$ cat config.mk
export PLATFORM = sky130hd
export DESIGN_NAME = systolic_feed_ctrl
export DESIGN_NICKNAME = d
export VERILOG_FILES = /design/src/rtl/systolic_feed_ctrl.sv
export SDC_FILE = /design/constraint.sdc
export NUM_CORES = 1
export LEC_CHECK = 0
export ABC_AREA = 1
export BUFFER_PORTS_ARGS = -buffer_cell sky130_fd_sc_hd__buf_2
export CAP_MARGIN = 30
export CORE_ASPECT_RATIO = 2
export CORE_MARGIN = 8
export CORE_UTILIZATION = 49
export CTS_CLUSTER_SIZE = 40
export DETAILED_ROUTE_END_ITERATION = 12
export PLACE_DENSITY = 0.92
export SLEW_MARGIN = 25
export SYNTH_ARGS = -nofsm -noshare
export SYNTH_HDL_FRONTEND = slang
export SYNTH_SLANG_ARGS = --single-unit
$ cat constraint.sdc
create_clock -name clk -period 2.2 [get_ports clk]
set_input_delay 0.44 -clock clk [delete_from_list [all_inputs] [get_ports clk]]
set_output_delay 0.44 -clock clk [all_outputs]
set_load 0.1 [all_outputs]
$ cat src/rtl/systolic_feed_ctrl.sv
// Sequencer and access arbiter for the four operand RAMs feeding the 2x2 systolic array.
// IDLE passes host preload writes through; a start streams K words per lane, lane 1 one cycle behind lane 0.
module systolic_feed_ctrl #(
  parameter int ADDR_W = 4,
  parameter int DATA_W = 16,
  parameter int DEPTH  = 16
) (
  input  logic              clk,
  input  logic              rst_n,
  input  logic              start,
  input  logic [ADDR_W:0]   k_len,
  output logic              busy,
  output logic              done,
  input  logic              host_we,
  input  logic [1:0]        host_sel,
  input  logic [ADDR_W-1:0] host_addr,
  input  logic [DATA_W-1:0] host_di,
  output logic              host_rdy,
  output logic [3:0]        ram_en,
  output logic [3:0]        ram_we,
  output logic [ADDR_W-1:0] ram_addr0,
  output logic [ADDR_W-1:0] ram_addr1,
  output logic [DATA_W-1:0] ram_di,
  output logic              pe_clr,
  output logic              feed_vld0,
  output logic              feed_vld1
);

  localparam int CW = ADDR_W + 1;

  typedef enum logic [1:0] {
    IDLE  = 2'd0,
    RUN   = 2'd1,
    DRAIN = 2'd2,
    DONE  = 2'd3
  } state_t;

  state_t        state;
  logic [CW-1:0] c0;
  logic [CW-1:0] c1;
  logic [CW-1:0] k;
  logic          k_ok;
  logic          lane0;
  logic          lane1;
  logic          host_wr;

  // c0 counts RUN cycles 0..K; lane 1 starts once c0 has left 0, giving the one-cycle skew.
  always_comb begin
    k_ok    = (k_len != '0) && (k_len <= CW'(DEPTH));
    lane0   = (state == RUN) && (c0 < k);
    lane1   = (state == RUN) && (c0 != '0) && (c1 < k);
    host_wr = (state == IDLE) && host_we;
  end

  always_comb begin
    ram_en    = '0;
    ram_we    = '0;
    ram_addr0 = '0;
    ram_addr1 = '0;
    ram_di    = '0;
    if (rst_n) begin
      if (host_wr) begin
        ram_en[host_sel] = 1'b1;
        ram_we[host_sel] = 1'b1;
        ram_di           = host_di;
        if (host_sel[0]) ram_addr1 = host_addr;
        else             ram_addr0 = host_addr;
      end
      if (lane0) begin
        ram_en[0] = 1'b1;
        ram_en[2] = 1'b1;
        ram_addr0 = c0[ADDR_W-1:0];
      end
      if (lane1) begin
        ram_en[1] = 1'b1;
        ram_en[3] = 1'b1;
        ram_addr1 = c1[ADDR_W-1:0];
      end
    end
  end

  always_ff @(posedge clk) begin
    if (!rst_n) begin
      state     <= IDLE;
      c0        <= '0;
      c1        <= '0;
      k         <= '0;
      busy      <= 1'b0;
      done      <= 1'b0;
      pe_clr    <= 1'b0;
      feed_vld0 <= 1'b0;
      feed_vld1 <= 1'b0;
      host_rdy  <= 1'b1;
    end else begin
      done      <= 1'b0;
      pe_clr    <= 1'b0;
      feed_vld0 <= lane0;
      feed_vld1 <= lane1;
      case (state)
        IDLE: begin
          if (start) begin
            k        <= k_len;
            c0       <= '0;
            c1       <= '0;
            busy     <= 1'b1;
            host_rdy <= 1'b0;
            if (k_ok) begin
              state  <= RUN;
              pe_clr <= 1'b1;
            end else begin
              state <= DONE;
              done  <= 1'b1;
            end
          end
        end
        RUN: begin
          if (lane0) c0 <= c0 + 1'b1;
          if (lane1) c1 <= c1 + 1'b1;
          // c0 parks at K while lane 1 issues its last read.
          if (c0 == k) begin
            state <= DRAIN;
            c0    <= '0;
          end
        end
        DRAIN: begin
          if (c0 == CW'(1)) begin
            state <= DONE;
            done  <= 1'b1;
            c0    <= '0;
          end else begin
            c0 <= c0 + 1'b1;
          end
        end
        DONE: begin
          state    <= IDLE;
          busy     <= 1'b0;
          host_rdy <= 1'b1;
        end
        default: state <= IDLE;
      endcase
    end
  end

endmodule

==> results.cfg, run 1 <==
[synth]
synth.top_cell.area_share_pct = 25.4
ys.flop_type = dfxtp_1
synth_edf_count = 0
synth_sequential_area_ratio_pct = 25.4
ys_async_sr_fraction_pct = 0
synth-seq-cells = 23
postSynthAreaPerCell_um2 = 6.09
syn-cell-area_um2 = 1810
yosys_warnings = 0
syn_inst = 297
synth_common_cells = 76 x nand2_1, 51 x nor2_1, 36 x inv_1, 29 x a21oi_1, 23 x dfxtp_1
synth_area_leader_cell = dfxtp_1
ys_top_cells_by_area = dfxtp_1 25%, nand2_1 16%, ha_1 12%, nor2_1 11%, a21oi_1 8.0%
synth_nets = 345
netlist-cell-type-count = 25
synth_most_common_cell = nand2_1

[sta]
worst-ep-kind = output port
crit_endpoint = ram_addr0[0]

[floorplan]
die_x_um = 59.0
initial_core_util_pct = 50.7
die_y_um = 102
io_pins = 69
num_rows = 31

[placed_design]
port_buffers = 68
gp_congestion = 0.980
post-dp-hpwl_mm = 6.86
dp_slack_ns = 0.0138
post_dp_cell_area_um2 = 2920

[global_routing]
overflow = 165
grt_max_degree = 21
grt_usage_pct = 67.1

[clocking]
cts_sinks = 23
cts_inserted_buffers = 3
cts_root_buf = clkbuf_8
htreeDepth = 1
cts.path.max_buffers = 2

[run_status]
haltStage = global routing (5_1_grt)
error = [ERROR GRT-0232] Routing congestion too high. Check the congestion heatmap in the GUI.
status = stopped before the end
-- kinds of logic after synthesis --
family	count (synthesis)	synth area share, %
flops	23	25.4
fa+ha+maj	17	11.8
xor+xnor	2	0.968
compound gates	44	12.5
simple gates	164	38.7
buf+inv	47	10.6
-- per-stage QoR --
stage / hold slack, ns / instances / util [%]
after floorplan: 0.456 / 297 / -
after global placement: 0.446 / 418 / 81.7
after detailed placement: 0.455 / 418 / 81.7
after CTS: 0.468 / 436 / 93.3
-- what timing repair did --
| action | CTS |
|---|---|
| endpoints found under the hold margin | 0 |
| pin swaps | 20 |
| endpoints found under the setup margin | 32 |
| hold buffers | 0 |
| buffers inserted | 14 |
| gates resized for setup | 65 |
-- routing by layer --
layer | GRT usage (%) | GRT overflow
met4 | 83.5 | 68
met3 | 44.1 | 1
met5 | 0.943 | 0
met2 | 88.9 | 95
met1 | 60.3 | 1
==> inputs of run 2 (changes only) <==
--- a/config.mk
+++ b/config.mk
@@ -8,12 +8,10 @@
 export ABC_AREA = 1
 export BUFFER_PORTS_ARGS = -buffer_cell sky130_fd_sc_hd__buf_2
 export CAP_MARGIN = 30
-export CORE_ASPECT_RATIO = 2
 export CORE_MARGIN = 8
-export CORE_UTILIZATION = 49
-export CTS_CLUSTER_SIZE = 40
+export CORE_UTILIZATION = 40
 export DETAILED_ROUTE_END_ITERATION = 12
-export PLACE_DENSITY = 0.92
+export PLACE_DENSITY_LB_ADDON = 0.15
 export SLEW_MARGIN = 25
 export SYNTH_ARGS = -nofsm -noshare
 export SYNTH_HDL_FRONTEND = slang
==> run 2 against run 1 <==
Net effect:
- the flow now finishes, with violations (setup timing)
- area after synthesis is the same
- synthesized cell count unchanged
==> results.cfg, run 2 <==
[run_status]
status = complete, but fails checks
violations = setup timing

[clocking]
hold_buffers = 0
cts.path.max_buffers = 2
cts_tree = built
htreeDepth = 1
cts_inserted_buffers = 3
cts_root_buf = clkbuf_8
cts_sinks = 23
clk_pin_slew_worst_paths_ns = 0.10
worst_skew_pair.late_latency_ns = 0.28

[sta]
fin_crit_sh_pct = 107
max_slew_margin_pct = 61.2
skew_ns = 0.00512
setup_violations = 12
worst_slew_pin_slew_ns = 0.582
post-route-min-period_ns = 2.36
hold_slack_ns = 0.469
hold_viol = 0
rsz0062_at_grt = true
fmax_ghz = 0.425
finalMaxSlewViolations = 0
finalWorstSetupSlack_ns = -0.155

[route]
dr.first_iter.drc_count = 202
route.detailed.drc = 0
antenna_left = 0
via_per_inst = 5.20
wl_per_cell_um = 16.4
vias = 2263
first_pass_iters = 4
drt-total-wl_mm = 7.13

[synth]
synth_nets = 345
synth_most_common_cell = nand2_1
synth_area_leader_cell = dfxtp_1
postSynthAreaPerCell_um2 = 6.09
yosys_warnings = 0
ys_top_cells_by_area = dfxtp_1 25%, nand2_1 16%, ha_1 12%, nor2_1 11%, a21oi_1 8.0%
syn-cell-area_um2 = 1810
synth.top_cell.area_share_pct = 25.4
ys_async_sr_fraction_pct = 0
ys.flop_type = dfxtp_1
synth_sequential_area_ratio_pct = 25.4
syn_inst = 297
synth_edf_count = 0
synth_common_cells = 76 x nand2_1, 51 x nor2_1, 36 x inv_1, 29 x a21oi_1, 23 x dfxtp_1
synth-seq-cells = 23
netlist-cell-type-count = 25

[power_and_ir_drop]
sequentialPowerShare_pct = 14.8
clockPowerShare_pct = 6.0
net-switching-power_mw = 2.75
leakagePower_nw = 1.47
p_per_area_nw_per_um2 = 1440
peakVddDrop_mv = 0.821
intPower_mw = 2.09
switching_share_pct = 56.8
p_total_mw = 4.84
pwr-share-comb_pct = 79.2

[placed_design]
port_buffers = 68
post-dp-hpwl_mm = 4.98
dp.cells = 420
dp_slack_ns = -0.00115
gp_congestion = 0.877

[setup_path]
crit_type = flop to output pin
worstPathMaxFanout = 7
reg2reg_depth = 12
crit_required_ns = 1.76
setup.worst_path.start_class = flop
end_kind = output pin
critPathArrivalTime_ns = 1.92

[layout]
drive_above_1_share_pct = 49.3
n_fill_cell = 269
reg_top3 = c0 (5), c1 (5), k (5)
instances_no_fill = 435
nNetsFinal = 432
diodes = 0
area_delta_synth_final_pct = 86.4
final_common_cell = nand2_1
post-route-util_pct = 77.4
final_cell_mix = 65 x nand2_1, 36 x buf_2, 32 x nor2_1, 32 x buf_12, 25 x inv_1

[floorplan]
num_rows = 24
initial_core_util_pct = 41.6
die_y_um = 83.3
die_x_um = 83.3
die_area_um2 = 6930
core_area_um2 = 4350
io_pins = 69

[global_routing]
grt_pass1_wl_mm = 10.4
antenna_found_initial = 0
grt_usage_pct = 17.7
overflow = 0
grt_max_degree = 30
grt_pass1_vias = 2075

[worst_hold_path]
hold_depth = 3
min_path_type = input port to flop

[job]
maxCapViolCount = 0
-- run 2: cell counts after synthesis --
Identical to the previous run, type by type.
-- run 2: per-layer routing --
layer | vias to the layer above | GRT usage (%) | wire length, um
met1 | 1022 | 19.4 | 2730
met4 | 0 | 4.79 | 150
li1 | 1117 | - | -
met5 | - | 0 | 0
met3 | 18 | 4.20 | 428
met2 | 106 | 32.7 | 3830
-- run 2: final cells by class --
class,count,area (um^2),area share (%)
Inverter,39,159,4.71
Multi-Input combinational cell,227,1620,48.0
Clock buffer,3,41.3,1.22
Sequential cell,23,479,14.2
Timing Repair Buffer,90,1000,29.7
Clock inverter,1,7.51,0.223
Tap cell,52,65.1,1.93
-- run 2: final timing paths --
path,start,end,slack [ns]
min,k_len[0],k[0],0.47
max,k[4],ram_addr1[1],-0.16
max reg2reg,k[2],c1[1],0.49
min reg2reg,busy,busy,0.48
-- run 2: cells by family after synthesis --
logic type      synth area share (%)
simple gates                    38.7
flops                           25.4
buf+inv                         10.6
xor+xnor                       0.968
compound gates                  12.5
fa+ha+maj                       11.8
-- run 2: timing repair --
item | in CTS | in global routing
pin swaps | 8 | 17
setup buffers | 5 | 6
resized for setup | 31 | 35
endpoints found under the setup margin | 17 | 31
cloned | 0 | 0
-- run 2: power groups by stage --
stage	logic [mW]	clock network, mW	registers (mW)
floorplan	2.10	0	0.856
global placement	3.13	0	0.661
detailed placement	3.17	0	0.668
CTS	3.45	0.298	0.685
global route	4.08	0.313	0.731
finish	3.83	0.291	0.718
-- run 2: through the flow --
| stage | TNS, ns | cell area [um^2] |
|---|---|---|
| final | -1.46 | 3370 |
| after global routing | -2.78 | 3370 |
| after CTS | -1.09 | 3190 |
| after detailed placement | -0.00115 | 2990 |
| after global placement | 0 | 2990 |
| after floorplan | -4.12 | 2060 |
-- run 2: worst max-delay path, stage by stage (launching register included) --
cell	delay, ns
dfxtp_2	0.35
inv_4	0.05
ha_4	0.21
nand2_2	0.07
inv_2	0.04
nor2_2	0.07
nand2_1	0.06
inv_2	0.12
nand3_2	0.12
buf_8	0.17
a21oi_4	0.17
buf_12	0.19
No activity file was read; power rests on OpenSTA's default activity.
==> inputs of run 3 (changes only) <==
--- a/config.mk
+++ b/config.mk
@@ -5,7 +5,6 @@
 export SDC_FILE = /design/constraint.sdc
 export NUM_CORES = 1
 export LEC_CHECK = 0
-export ABC_AREA = 1
 export BUFFER_PORTS_ARGS = -buffer_cell sky130_fd_sc_hd__buf_2
 export CAP_MARGIN = 30
 export CORE_MARGIN = 8
==> run 3 against run 2 <==
Net effect:
- power decreased by 44%
- final area down 7.3%
- utilization is 0.17 points higher
- largest power group unchanged
- area after synthesis shrank 6.3%
- the run still ends with setup timing left
- count of clock-buffer cells in the layout stayed put
- largest cell class unchanged
- via count shrank 15%
==> results.cfg, run 3 <==
[global_routing]
grt_pass1_wl_mm = 8.85
overflow = 0
grt_max_degree = 24
grt_pass1_vias = 1844
antenna_found_initial = 0
grt_usage_pct = 16.8

[placed_design]
gp_congestion = 0.864
port_buffers = 68
post-dp-hpwl_mm = 4.56
dp_slack_ns = 0.0187
post_dp_cell_area_um2 = 2930

[clocking]
cts_root_buf = clkbuf_8
cts_tree = built
cts.path.max_buffers = 2
worst_skew_pair.late_latency_ns = 0.27
htreeDepth = 1
cts_sinks = 23
clk_pin_slew_worst_paths_ns = 0.09
cts_inserted_buffers = 3
hold_buffers = 0

[synth]
postSynthAreaPerCell_um2 = 7.60
synth_compound_area_share_pct = 22.5
synth_most_common_cell = nand2_1
synthXorXnorAreaFrac_pct = 0.517
ys_async_sr_fraction_pct = 0
synth_common_cells = 38 x nand2_1, 23 x dfxtp_1, 19 x nor2_1, 18 x a21oi_1, 18 x and2_1
synth-seq-cells = 23
synth_edf_count = 0
synth_area_leader_cell = dfxtp_1
synth_nets = 271
ys.flop_type = dfxtp_1
synth_sequential_area_ratio_pct = 27.2
synth.top_cell.area_share_pct = 27.2
synth_top_family_by_area = simple AND/OR/NAND/NOR gates
ys_top_cells_by_area = dfxtp_1 27%, ha_1 13%, nand2_1 8.4%, and2_1 6.6%, a21oi_1 5.3%
syn-cell-area_um2 = 1700
netlist-cell-type-count = 38
yosys_warnings = 0
synth_fa_ha_area_share_pct = 12.5
synth-simple-area-share_pct = 29.9
synthMuxAreaShare_pct = 1.18
syn_inst = 223

[layout]
reg_top3 = c0 (5), c1 (5), k (5)
nNetsFinal = 363
area_delta_synth_final_pct = 84.4
final_cell_mix = 36 x buf_2, 32 x buf_12, 30 x nand2_1
diodes = 0
final_area_um2 = 3130
final_common_cell = buf_2
drive_above_1_share_pct = 55.4
n_fill_cell = 267

[power_and_ir_drop]
p_per_area_nw_per_um2 = 874
net-switching-power_mw = 1.42
clockPowerShare_pct = 9.8
pwr-share-comb_pct = 71.7
switching_share_pct = 51.8
peakVddDrop_mv = 0.797
leakagePower_nw = 1.32
p_total_mw = 2.73
sequentialPowerShare_pct = 18.5
intPower_mw = 1.32

[route]
first_pass_iters = 4
antenna_left = 0
route.detailed.drc = 0
wl_per_cell_um = 15.7
dr.first_iter.drc_count = 89
vias = 1922
drt-total-wl_mm = 5.71
via_per_inst = 5.28

[setup_path]
setup.worst_path.start_class = flop
r2r_start = k[2]
end_kind = output pin
crit_type = flop to output pin
critPathArrivalTime_ns = 1.99
cp-startpoint = k[2]
crit_required_ns = 1.76
worstPathMaxFanout = 7

[worst_hold_path]
min_path_type = input port to flop
min_from = k_len[4]

[sta]
hold_viol = 0
fin_crit_sh_pct = 111
setup_violations = 12
skew_ns = 0.00557
fmax_ghz = 0.411
finalMaxSlewViolations = 0
worst_slew_pin_slew_ns = 0.491
rsz0062_at_grt = true
max_slew_margin_pct = 67.5
finalSetupTns_ns = -1.93
finalWorstSetupSlack_ns = -0.234
post-route-min-period_ns = 2.43

[run_status]
status = complete, but fails checks
violations = setup timing

[floorplan]
num_rows = 23
initial_core_util_pct = 42.1
die_area_um2 = 6580
die_y_um = 81.1
die_x_um = 81.1
io_pins = 69
core_area_um2 = 4030

[job]
maxCapViolCount = 0
run 3: cells by family (layout without fill, tap and decap cells):
family                   after synthesis  count (layout)
buffers and inverters                 24             115
multiplexers                           2               2
AND/OR/NAND/NOR                      103             103
adder cells (fa/ha/maj)               17              17
AO/OA/AOI/OAI                         53              53
flip-flops                            23              23
XOR/XNOR                               1               1
run 3: power groups by stage:
stage	Clock (mW)	Combinational, mW	Sequential [mW]
floorplan	0	1.20	0.637
global placement	0	1.83	0.507
detailed placement	0	1.86	0.510
CTS	0.276	1.90	0.503
global route	0.292	2.08	0.513
finish	0.268	1.96	0.505
run 3: worst paths after layout:
check / end / slack [ns] / cells past startpoint
worst min-delay path: k[4] / 0.41 / 3
worst max-delay path: ram_addr1[2] / -0.23 / 8
worst max register to register: c1[4] / 0.14 / 10
worst min register to register: k[4] / 0.46 / 2
run 3: layout make-up:
cell class / count / area [um^2] / area share [%]
multi-input combinational: 176 / 1450 / 46.3
tap: 50 / 62.6 / 2.00
timing repair buffer: 95 / 1030 / 32.9
clock inverter: 1 / 5.00 / 0.160
sequential: 23 / 475 / 15.2
inverter: 16 / 66.3 / 2.12
clock buffer: 3 / 41.3 / 1.32
run 3: metal layers:
layer  wire length (um)  vias up  global-route usage [%]
met3                431        8                    3.20
met1               2460      883                    20.5
met4                 82        0                    3.39
met5                  0        -                       0
li1                   -      961                       -
met2               2740       70                    29.7
run 3: stage by stage:
stage / hold slack [ns] / util, % / std cells
2_1_floorplan: 0.444 / - / 223
3_3_place_gp: 0.453 / 72.7 / 352
3_5_place_dp: 0.459 / 72.7 / 352
4_1_cts: 0.410 / 75.3 / 360
5_1_grt: 0.402 / 77.6 / 364
6_report: 0.414 / 77.6 / 364
run 3: critical path: stages, from the launching register on:
cell,delay (ns)
dfxtp_2,0.35
inv_2,0.05
ha_1,0.31
a21oi_2,0.17
o21ai_2,0.11
a31oi_4,0.20
nand2_4,0.16
a21oi_4,0.18
buf_12,0.19
run 3: repair_timing:
item	in CTS	in global routing
gates cloned	0	0
pin swaps	5	5
buffers inserted	4	4
gates resized for setup	15	15
setup endpoints to repair	30	32
endpoints found under the hold margin	0	0
==> inputs of run 4 (changes only) <==
--- a/config.mk
+++ b/config.mk
@@ -10,7 +10,8 @@
 export CORE_MARGIN = 8
 export CORE_UTILIZATION = 40
 export DETAILED_ROUTE_END_ITERATION = 12
-export PLACE_DENSITY_LB_ADDON = 0.15
+export PLACE_DENSITY = 0.68
+export SETUP_SLACK_MARGIN = 0.02
 export SLEW_MARGIN = 25
 export SYNTH_ARGS = -nofsm -noshare
 export SYNTH_HDL_FRONTEND = slang
==> run 4 against run 3 <==
Net effect:
- the run still ends with setup timing left
- non-clock buffer count increased by 7
- clock power is 10% higher
- combinational power grew 20%
- worst hold slack lost 0.013 ns
- global-route usage rose by 2.9 points
- first-iteration DRC count is 6.7% higher
- critical endpoint is now ram_addr0[0]
- largest cell class unchanged
==> results.cfg, run 4 (synthesis results as in run 3) <==
[sta]
finalMaxSlewViolations = 0
worst_slew_pin_slew_ns = 0.507
post-route-min-period_ns = 2.50
fmax_ghz = 0.399
hold_viol = 0
rsz0062_at_grt = true
setup_violations = 12
finalWorstSetupSlack_ns = -0.305
skew_ns = 0.00614
fin_crit_sh_pct = 114
max_slew_margin_pct = 66.4

[layout]
drive_above_1_share_pct = 61.7
instances_no_fill = 371
multiInputGateArea_um2 = 1580
final_cell_mix = 36 x buf_2, 34 x buf_12, 28 x nand2_1, 28 x buf_4, 16 x and2_2
final_area_um2 = 3350
post-route-util_pct = 83.2
diodes = 0
n_fill_cell = 222
seqCellArea_um2 = 479
reg_top3 = c0 (5), c1 (5), k (5)
area_delta_synth_final_pct = 97.7
final_common_cell = buf_2
nNetsFinal = 370

[floorplan]
io_pins = 69
die_x_um = 81.1
core_area_um2 = 4030
num_rows = 23
die_y_um = 81.1
initial_core_util_pct = 42.1
die_area_um2 = 6580

[global_routing]
grt_pass1_vias = 2074
grt_pass1_wl_mm = 10.1
grt_max_degree = 24
grt_usage_pct = 19.7
antenna_found_initial = 0
overflow = 0

[clocking]
clk_pin_slew_worst_paths_ns = 0.10
cts_tree = built
worst_skew_pair.late_latency_ns = 0.28
cts.path.max_buffers = 2
htreeDepth = 1
cts_root_buf = clkbuf_8
cts_sinks = 23
cts_inserted_buffers = 3

[worst_hold_path]
min_path_type = input port to flop

[setup_path]
critPathArrivalTime_ns = 2.06
cpMostUsedCell = buf_12
crit_chain = inv_1, ha_4, nand4_1, o22ai_4, buf_12, nor2_4, nand2_1, a21oi_4, buf_12
cp_slowest_stage_delay_ns = 0.34
end_kind = output pin
worstPathMaxFanout = 5
crit_required_ns = 1.76
slowest_stage = dfxtp_2
crit_type = flop to output pin
setup.worst_path.start_class = flop

[power_and_ir_drop]
leakagePower_nw = 1.39
peakVddDrop_mv = 1.00
p_per_area_nw_per_um2 = 947

[route]
antenna_left = 0
drt-total-wl_mm = 7.05
wl_per_cell_um = 19.0
first_pass_iters = 5
route.detailed.drc = 0
vias = 2045
dr.first_iter.drc_count = 95
via_per_inst = 5.51

[placed_design]
gp_congestion = 0.807
post-dp-hpwl_mm = 4.74
post_dp_cell_area_um2 = 2950
dp_slack_ns = 0.0226
port_buffers = 68
dp.cells = 353

[job]
maxCapViolCount = 0

[run_status]
violations = setup timing
status = complete, but fails checks
==> run 4: changes by cell type in the layout (fill, tap and decap cells not counted), sizes merged <==
cell | previous run | this run
clkinvlp | 1 | 2
clkinv | 1 | 0
buf | 95 | 102
==> run 4: metal layers <==
layer  wire [um]  up-vias  track usage, %
li1            -      968               -
met1        2760      954            22.3
met2        3540      103            34.2
met3         532       20            4.53
met4         216        0            8.93
met5           0        -               0
==> run 4: metrics by stage <==
| step | setup TNS, ns | hold WS [ns] | power, mW |
|---|---|---|---|
| 4_1_cts | -2.55 | 0.404 | 2.86 |
| 2_1_floorplan | -1.03 | 0.442 | 1.84 |
| 6_report | -3.01 | 0.400 | 3.17 |
| 3_3_place_gp | 0 | 0.454 | 2.34 |
| 3_5_place_dp | 0 | 0.462 | 2.37 |
| 5_1_grt | -3.78 | 0.405 | 3.32 |
==> run 4: report_power, final <==
group,switching [mW],total [mW],internal [mW],leakage [nW]
Sequential,0.0440,0.521,0.477,0.193
Clock,0.166,0.296,0.129,0.0217
Combinational,1.42,2.36,0.938,1.18
Total,1.63,3.17,1.54,1.39
==> run 4: critical path, delay by kind of cell, from the launching register on <==
kind                     cells  cell delay, ns
AO/OA/AOI/OAI                2            0.29
adder cells (fa/ha/maj)      1            0.22
buffers and inverters        3            0.47
flip-flops                   1            0.34
AND/OR/NAND/NOR              3            0.45
==> run 4: timing repair <==
item	4_1_cts	5_1_grt
resized for setup	25	33
setup endpoints to repair	16	35
setup buffers	9	7
hold buffers	0	0
pin swaps	12	16
==> run 4: final timing paths <==
check | from | endpoint | slack [ns] | depth (start not counted)
hold / removal | k_len[4] | k[4] | 0.40 | 3
setup reg to reg | k[4] | c0[3] | 0.02 | 10
setup / recovery | k[1] | ram_addr0[0] | -0.30 | 9
hold reg to reg | k[1] | k[1] | 0.48 | 2
==> run 4: final cells by class <==
| cell class | instances | share of cell area (%) |
|---|---|---|
| well taps | 50 | 1.87 |
| multi-input cells | 176 | 47.0 |
| flip-flops and latches | 23 | 14.3 |
| repair buffers | 102 | 33.3 |
| clock buffers | 3 | 1.23 |
| inverters | 16 | 2.05 |
| clock inverters | 1 | 0.224 |
